### src/rtl/seq_divider_if.sv
// Request/result bundle for the sequential divider: operands and start go in,
// status flags and the held quotient/remainder come back.
interface seq_divider_if #(
    parameter int N_W = 32,
    parameter int D_W = 16
);
    logic           start;
    logic [N_W-1:0] dividend;
    logic [D_W-1:0] divisor;
    logic           busy;
    logic           done;
    logic           div_by_zero;
    logic [N_W-1:0] quotient;
    logic [D_W-1:0] remainder;

    modport master (
        output start, dividend, divisor,
        input  busy, done, div_by_zero, quotient, remainder
    );

    modport slave (
        input  start, dividend, divisor,
        output busy, done, div_by_zero, quotient, remainder
    );
endinterface

### src/rtl/seq_divider.sv
// Restoring unsigned divider producing one quotient bit per clock, MSB first.
// Results are held in output registers until the next operation finishes.
module seq_divider #(
    parameter int N_W = 32,
    parameter int D_W = 16
) (
    input  logic         clk,
    input  logic         rst_n,
    seq_divider_if.slave bus
);
    localparam int CW = $clog2(N_W + 1);
    localparam logic [CW-1:0] N_ITER = CW'(N_W);

    typedef enum logic [1:0] {IDLE, RUN, DONE} state_t;

    state_t         state;
    logic [N_W-1:0] shift_q;
    logic [D_W-1:0] divisor_q;
    logic [D_W-1:0] part_rem;
    logic [CW-1:0]  count;
    logic           zero_div;

    logic           busy_q;
    logic           done_q;
    logic           dz_q;
    logic [N_W-1:0] quo_q;
    logic [D_W-1:0] rem_q;

    logic [D_W:0]   trial;
    logic [D_W+1:0] diff;
    logic           trial_ok;
    logic [D_W-1:0] next_rem;
    logic [N_W-1:0] next_shift;

    // shift_q starts as the dividend; its MSB feeds the partial remainder each
    // step while the new quotient bit enters at the LSB, so it ends as the quotient.
    // The shifted partial remainder is below 2*divisor, so D_W+1 bits never overflow.
    always_comb begin
        trial      = {part_rem, shift_q[N_W-1]};
        diff       = {1'b0, trial} - {2'b00, divisor_q};
        trial_ok   = ~diff[D_W+1];
        next_rem   = trial_ok ? diff[D_W-1:0] : trial[D_W-1:0];
        next_shift = {shift_q[N_W-2:0], trial_ok};
    end

    always_ff @(posedge clk or negedge rst_n) begin
        if (!rst_n) begin
            state     <= IDLE;
            shift_q   <= '0;
            divisor_q <= '0;
            part_rem  <= '0;
            count     <= '0;
            zero_div  <= 1'b0;
            busy_q    <= 1'b0;
            done_q    <= 1'b0;
            dz_q      <= 1'b0;
            quo_q     <= '0;
            rem_q     <= '0;
        end else begin
            case (state)
                IDLE, DONE: begin
                    done_q <= 1'b0;
                    if (bus.start) begin
                        shift_q   <= bus.dividend;
                        divisor_q <= bus.divisor;
                        part_rem  <= '0;
                        state     <= RUN;
                        // A zero divisor spends one silent RUN cycle, busy stays low.
                        if (bus.divisor == '0) begin
                            zero_div <= 1'b1;
                            busy_q   <= 1'b0;
                            count    <= '0;
                        end else begin
                            zero_div <= 1'b0;
                            busy_q   <= 1'b1;
                            count    <= N_ITER;
                        end
                    end else begin
                        state <= IDLE;
                    end
                end
                RUN: begin
                    if (zero_div) begin
                        zero_div <= 1'b0;
                        state    <= DONE;
                        done_q   <= 1'b1;
                        dz_q     <= 1'b1;
                        quo_q    <= '1;
                        rem_q    <= shift_q[D_W-1:0];
                    end else begin
                        shift_q  <= next_shift;
                        part_rem <= next_rem;
                        count    <= count - 1'b1;
                        if (count == CW'(1)) begin
                            state  <= DONE;
                            busy_q <= 1'b0;
                            done_q <= 1'b1;
                            dz_q   <= 1'b0;
                            quo_q  <= next_shift;
                            rem_q  <= next_rem;
                        end
                    end
                end
                default: begin
                    state  <= IDLE;
                    busy_q <= 1'b0;
                    done_q <= 1'b0;
                end
            endcase
        end
    end

    assign bus.busy        = busy_q;
    assign bus.done        = done_q;
    assign bus.div_by_zero = dz_q;
    assign bus.quotient    = quo_q;
    assign bus.remainder   = rem_q;
endmodule

### src/flat_wrapper.sv
// flat-port wrapper written by rule: the top's interface ports become plain ports
module seq_divider_flat 
#(
    parameter int N_W = 32,
    parameter int D_W = 16
)
  (clk, rst_n, bus_start, bus_dividend, bus_divisor, bus_busy, bus_done, bus_div_by_zero, bus_quotient, bus_remainder);
  seq_divider_if #(.N_W(N_W), .D_W(D_W)) bus_i ();
  input  logic clk;
  input  logic rst_n;
  input wire logic [$bits(bus_i.start)-1:0] bus_start;
  input wire logic [$bits(bus_i.dividend)-1:0] bus_dividend;
  input wire logic [$bits(bus_i.divisor)-1:0] bus_divisor;
  output wire logic [$bits(bus_i.busy)-1:0] bus_busy;
  output wire logic [$bits(bus_i.done)-1:0] bus_done;
  output wire logic [$bits(bus_i.div_by_zero)-1:0] bus_div_by_zero;
  output wire logic [$bits(bus_i.quotient)-1:0] bus_quotient;
  output wire logic [$bits(bus_i.remainder)-1:0] bus_remainder;
  assign bus_i.start = bus_start;
  assign bus_i.dividend = bus_dividend;
  assign bus_i.divisor = bus_divisor;
  assign bus_busy = bus_i.busy;
  assign bus_done = bus_i.done;
  assign bus_div_by_zero = bus_i.div_by_zero;
  assign bus_quotient = bus_i.quotient;
  assign bus_remainder = bus_i.remainder;
  seq_divider #(.N_W(N_W), .D_W(D_W)) u_core (.clk(clk), .rst_n(rst_n), .bus(bus_i));
endmodule
### config.mk
export PLATFORM = sky130hd
export DESIGN_NAME = seq_divider_flat
export DESIGN_NICKNAME = d
export VERILOG_FILES = /design/src/rtl/seq_divider_if.sv /design/src/rtl/seq_divider.sv /design/src/flat_wrapper.sv
export SDC_FILE = /design/constraint.sdc
export NUM_CORES = 1
export LEC_CHECK = 0
export BUFFER_PORTS_ARGS = -buffer_cell sky130_fd_sc_hd__buf_2
export CAP_MARGIN = 10
export CORE_AREA = 2 2 134 136
export CTS_CLUSTER_DIAMETER = 100
export DETAILED_ROUTE_END_ITERATION = 16
export DIE_AREA = 0 0 136 138
export GPL_ROUTABILITY_DRIVEN = 0
export SLEW_MARGIN = 0
export SYNTH_ARGS = -nofsm -noshare
export SYNTH_HDL_FRONTEND = slang
export SYNTH_SLANG_ARGS = --single-unit
### constraint.sdc
create_clock -name clk -period 3 [get_ports clk]
set_input_delay 0.6 -clock clk [delete_from_list [all_inputs] [get_ports clk]]
set_output_delay 0.6 -clock clk [all_outputs]
set_load 0.05 [all_outputs]
# After elaboration in Yosys (flattened, before gate mapping)
# Index checks and enable logic that the tools add are counted.
dict set report totals {
  inputBits 51
  regBits 124
  latch_bits 0
  ramBits 0
  mem_bits_ro 0
  n_memories 0
}
dict set report classes {
  div 0
  n_eq_ne 7
  bitwise_logic 1
  mux 31
  shifts 0
  order_cmp 0
  reduce_logical 10
  multipliers 0
  add_sub_neg 2
}
# cell count
set ops {}
lappend ops {{2-to-1 mux 32 bit} 4}
lappend ops {{2-to-1 mux 16 bit} 5}
lappend ops {{case mux 32 bit (2 select lines)} 1}
lappend ops {{case mux 16 bit (2 select lines)} 1}
lappend ops {{2-to-1 mux 6 bit} 3}
lappend ops {{subtractor 17 x 16 -> 18 bit} 1}
lappend ops {{logical NOT 16 bit} 1}
lappend ops {{case mux 6 bit (2 select lines)} 1}
lappend ops {{2-to-1 mux 1 bit} 11}
lappend ops {{equality test 6 x 1 -> 1 bit, second input constant} 1}
lappend ops {{AND reduction 2 bit} 3}
lappend ops {{AND reduction 3 bit} 2}
lappend ops {{subtractor 6 x 1 -> 6 bit, second input constant} 1}
lappend ops {{2-to-1 mux 2 bit} 2}
lappend ops {{inequality test 2 bit, second input constant} 2}
lappend ops {{case mux 1 bit (2 select lines)} 2}
lappend ops {{case mux 2 bit (2 select lines)} 1}
lappend ops {{nonzero test 2 bit} 2}
lappend ops {{inequality test 3 x 1 -> 1 bit, second input constant} 1}
lappend ops {{equality test 2 x 1 -> 1 bit, second input constant} 1}
lappend ops {{equality test 2 bit, second input constant} 1}
lappend ops {{logical NOT 2 bit} 1}
lappend ops {{inequality test 2 x 1 -> 1 bit, second input constant} 1}
lappend ops {{OR reduction 2 bit} 1}
lappend ops {{inverter 1 bit} 1}

# Longest topological paths before layout
dict set report depth {
  ltp_word 4
  ltp_mapped 11
  mapped_depth_nobuf 11
}

# Least setup slack after synthesis
# Ideal clock, no wire load.
dict set report synth_timing {
  path_type {reg2reg}
  start {register u_core.part_rem[13]}
  end {register u_core.rem_q[12] (netlist: u_core.bus.remainder[12])}
  path_buffers 1
  required_time_ns 2.863
  arrival_ns 2.011
  path_stages_with_launch 9
  slack_ns 0.852
  setup_time_ns 0.137
  cell_sequence {dfrtp_1 ha_1 a21o_1 a211oi_2 nand2_1 a41oi_4 buf_8 mux2i_1 a21oi_1}
}
dict set report synth_between {
  elab_chain_len 4
}
# item line_no
set synth_rtl {}
lappend synth_rtl {{start: declaration} seq_divider.sv:19} ;# logic [D_W-1:0] part_rem;
lappend synth_rtl {{start signal: assignment} seq_divider.sv:92} ;# part_rem <= next_rem;
lappend synth_rtl {{subtractor 17 x 16 -> 18 bit} seq_divider.sv:40} ;# diff = {1'b0, trial} - {2'b00, divisor_q};
lappend synth_rtl {{2-to-1 mux 16 bit} seq_divider.sv:42} ;# next_rem = trial_ok ? diff[D_W-1:0] : trial[D_W-1:0];
lappend synth_rtl {{2-to-1 mux 16 bit} seq_divider.sv:94} ;# if (count == CW'(1)) begin
lappend synth_rtl {{2-to-1 mux 16 bit} seq_divider.sv:83} ;# if (zero_div) begin
lappend synth_rtl {{end signal: assignment} seq_divider.sv:89} ;# rem_q <= shift_q[D_W-1:0];
lappend synth_rtl {{end signal: assignment} seq_divider.sv:100} ;# rem_q <= next_rem;
lappend synth_rtl {{end: declaration} seq_divider.sv:27} ;# logic [D_W-1:0] rem_q;
# No other way between the ends. The select of a mux whose other input is x is not followed.
# A chain may end at the register's enable or synchronous reset.

# Worst setup path in the final report
dict set report layout_timing {
  start {register u_core.part_rem[1]}
  end {register u_core.part_rem[15]}
}
dict set report layout_between {
  elab_chain_len 4
}
# item line_no
set layout_rtl {}
lappend layout_rtl {{subtractor 17 x 16 -> 18 bit} seq_divider.sv:40}
lappend layout_rtl {{2-to-1 mux 16 bit} seq_divider.sv:42}
lappend layout_rtl {{2-to-1 mux 16 bit} seq_divider.sv:83}
lappend layout_rtl {{case mux 16 bit (2 select lines)} seq_divider.sv:60} ;# case (state)
# No other way between the ends. The select of a mux whose other input is x is not followed.

==> reports/results.tsv <==
stage	metric	value	unit
flow_run	Max Cap Viol	0	
critical_path	crit path max fanout	20	
global_route	largest net degree at the start of global routing	66	
drt	drt drc	0	
floorplanning	chip height	138	um
global_route	first-pass GRT wire length	24610	um
clock_network	Clk Latency, worst-skew pair	0.42	ns
critical_path	CP endpoint kind	flip-flop	
floorplanning	Site Rows	49	
drt	1st-iter DRT viols	217	
status	status	completed	
critical_path	R2R cell count	9	
worst_hold_path	Hold Crit Class	in -> async	
clock_network	post-CTS resize count	0	
drt	Vias	4642	
drt	DRT Wirelength	15140	um
drt	vias per std cell	5.112	
sta	Final Hold Vio Count	0	
clock_network	TritonCTS Buffers	17	
sta	Final Setup Violations	0	
global_route	initial antenna violation count	0	
sta	fmax	370.1	MHz
drt	drt pass-1 iters	6	
sta	Worst Clk Skew	0.01028	ns
sta	RSZ-0062 raised after global routing	false	
placed_design	# port buffers	101	
cells_and_area	register area	0.003078	mm^2
cells_and_area	area delta synth->final	24.53	%
cells_and_area	# diodes	0	
critical_path	Setup CP Type	reg -> reg	
critical_path	reg2reg end	u_core.part_rem[15]$_DFFE_PN0P_	
yosys	Unique masters post-synth	49	
yosys	FFs w/ async S/R, synth	1.000	
yosys	Most used DFF post-synth	dfrtp_1	
clock_network	cts-stage hold buffer count	0	
placed_design	hpwl dp	10870	um
sta	final worst-path cycle share	0.9006	
sta	Slew @ Worst Pin	0.6948	ns
clock_network	Root Buffer	clkbuf_16	
clock_network	worst-case clock buffer depth	2	
sta	setup TNS	0	ns
yosys	syn avg cell area	10.05	um^2
global_route	vias in the first global route	4716	
drt	antenna viol nets, final	0	
cells_and_area	fill count	1705	
yosys	number of flops mapped to enable cells by yosys	0	
drt	Avg WL per Cell	16.68	um
critical_path	r2r setup slk	0.30	ns
critical_path	Worst R2R Start	u_core.part_rem[1]$_DFFE_PN0P_	
cells_and_area	Nets	737	
floorplanning	core area	0.01753	mm^2
sta	min Tclk post-route	2.702	ns
floorplanning	I/O Pins	102	
critical_path	CP required	3.29	ns
yosys	post-synth design cell area	0.005748	mm^2
floorplanning	Chip Width	136	um
yosys	Synth Warn #	0	
clock_network	Post-CTS Setup Bufs	0	
sta	Slew Limit Fails	0	
yosys	Mapped Nets	642	
critical_path	crit path DAT	2.99	ns
yosys	flip-flop and latch count after synthesis	123	
cells_and_area	layout cells sized above 1	0.2283	
floorplanning	Die ar.	0.01877	mm^2
clock_network	Reg clk slew, reported paths	0.06	ns
global_route	grt ovf	0	
clock_network	H-tree Lvls	4	
placed_design	DP Area	0.006506	mm^2
clock_network	CTS tree	built	
yosys	post-synthesis sequential area ratio	0.5355	
cells_and_area	Multi-input gate area	0.002436	mm^2
sta	Worst slew margin	0.5363	
yosys	Cells after Synth	572	
critical_path	Startpoint Class	flip-flop	
global_route	Total GRT Usage	0.1665	
clock_network	CTS sink cnt	123	
floorplanning	Initial Utilization	0.3278	
cells_and_area	Design Area, Final	0.007158	mm^2
cell families after synthesis:
family                     share of synthesized area
muxes                                        0.01611
and+or+nand+nor                               0.1212
AOI/OAI and AO/OA                             0.2179
buffers and inverters                        0.04375
DFF                                           0.5355
xor gates and xnor gates                     0.02286
adders and majority gates                    0.04267
metrics by stage:
| stage | setup WS, ns | hold WS (ns) | cells | util |
|---|---|---|---|---|
| after floorplan | 0.8518 | 0.3044 | 572 | - |
| after global placement | 0.4061 | 0.4694 | 877 | 0.3711 |
| after detailed placement | 0.2948 | 0.4774 | 877 | 0.3711 |
| after CTS | 0.2862 | 0.1897 | 908 | 0.4082 |
| after global routing | 0.09174 | 0.2157 | 908 | 0.4082 |
| final | 0.2982 | 0.1830 | 908 | 0.4082 |
registers in the layout, indices dropped and copies added, names as in the netlist:
register	flops
u_core.bus.busy	1
u_core.bus.div_by_zero	1
u_core.bus.done	1
u_core.bus.quotient	32
u_core.bus.remainder	16
u_core.count	6
u_core.divisor_q	16
u_core.part_rem	16
u_core.shift_q	32
u_core.state	1
u_core.zero_div	1
cells in the final DEF (no fill, tap or decap), types with 16 or more instances in the layout:
cell type  instances
a22oi_1           37
nor2_1            16
ha_1              18
dfrtp_1          123
nand3_1           17
a21oi_1           36
nand2_1          100
buf_2            100
clkbuf_16         17
inv_1             21
o21ai_0           40
o22a_1            32
cell type report:
| class | instances | share of cell area |
|---|---|---|
| Sequential cell | 123 | 0.4300 |
| Multi-Input combinational cell | 390 | 0.3403 |
| Timing Repair Buffer | 113 | 0.08705 |
| Clock buffer | 24 | 0.06869 |
| Tap cell | 229 | 0.04003 |
| Clock inverter | 7 | 0.02237 |
| Inverter | 22 | 0.01154 |
critical path: stages, from the launching register on:
cell and delay, ns:
dfrtp_1 0.41, ha_1 0.36, o211ai_1 0.19, a21oi_1 0.10, o21ai_1 0.20, nand2_2 0.12
a41oi_4 0.58, buf_4 0.27, mux2i_1 0.26, a21oi_1 0.10
Yosys cell counts, types with 7 or more instances:
master	count	area share
o21ai_1	7	0.0061
xnor2_1	9	0.014
buf_2	8	0.0070
mux2i_1	7	0.012
a21oi_1	36	0.031
nor2_1	17	0.011
dfrtp_1	123	0.54
o21ai_0	40	0.035
nand3_1	17	0.015
inv_1	21	0.014
o22a_1	32	0.049
a22oi_1	37	0.048
ha_1	18	0.039
clkbuf_1	24	0.016
o22ai_1	13	0.014
nand2_1	100	0.065
how the worst max path moves through the flow:
stage	start	endpoint
after floorplan	u_core.part_rem[13]$_DFFE_PN0P_	u_core.bus.remainder[12]$_DFFE_PN0P_
after global placement	u_core.part_rem[1]$_DFFE_PN0P_	u_core.part_rem[14]$_DFFE_PN0P_
after global routing	u_core.part_rem[11]$_DFFE_PN0P_	u_core.part_rem[15]$_DFFE_PN0P_
after CTS	u_core.part_rem[1]$_DFFE_PN0P_	u_core.bus.remainder[12]$_DFFE_PN0P_
after detailed placement	u_core.part_rem[1]$_DFFE_PN0P_	u_core.bus.remainder[12]$_DFFE_PN0P_
final	u_core.part_rem[1]$_DFFE_PN0P_	u_core.part_rem[15]$_DFFE_PN0P_
metal layers:
layer / vias to the layer above / track usage / part of all wire
met1: 2261 / 0.2223 / 0.46
met2: 127 / 0.2497 / 0.46
li1: 2235 / - / -
met4: 0 / 0.05811 / 0.020
met3: 19 / 0.06014 / 0.063
met5: - / 0 / 0
Power is left out: the tool's default activity adds up to more than one toggle a clock period on the data nets, which glitch-free logic cannot reach.
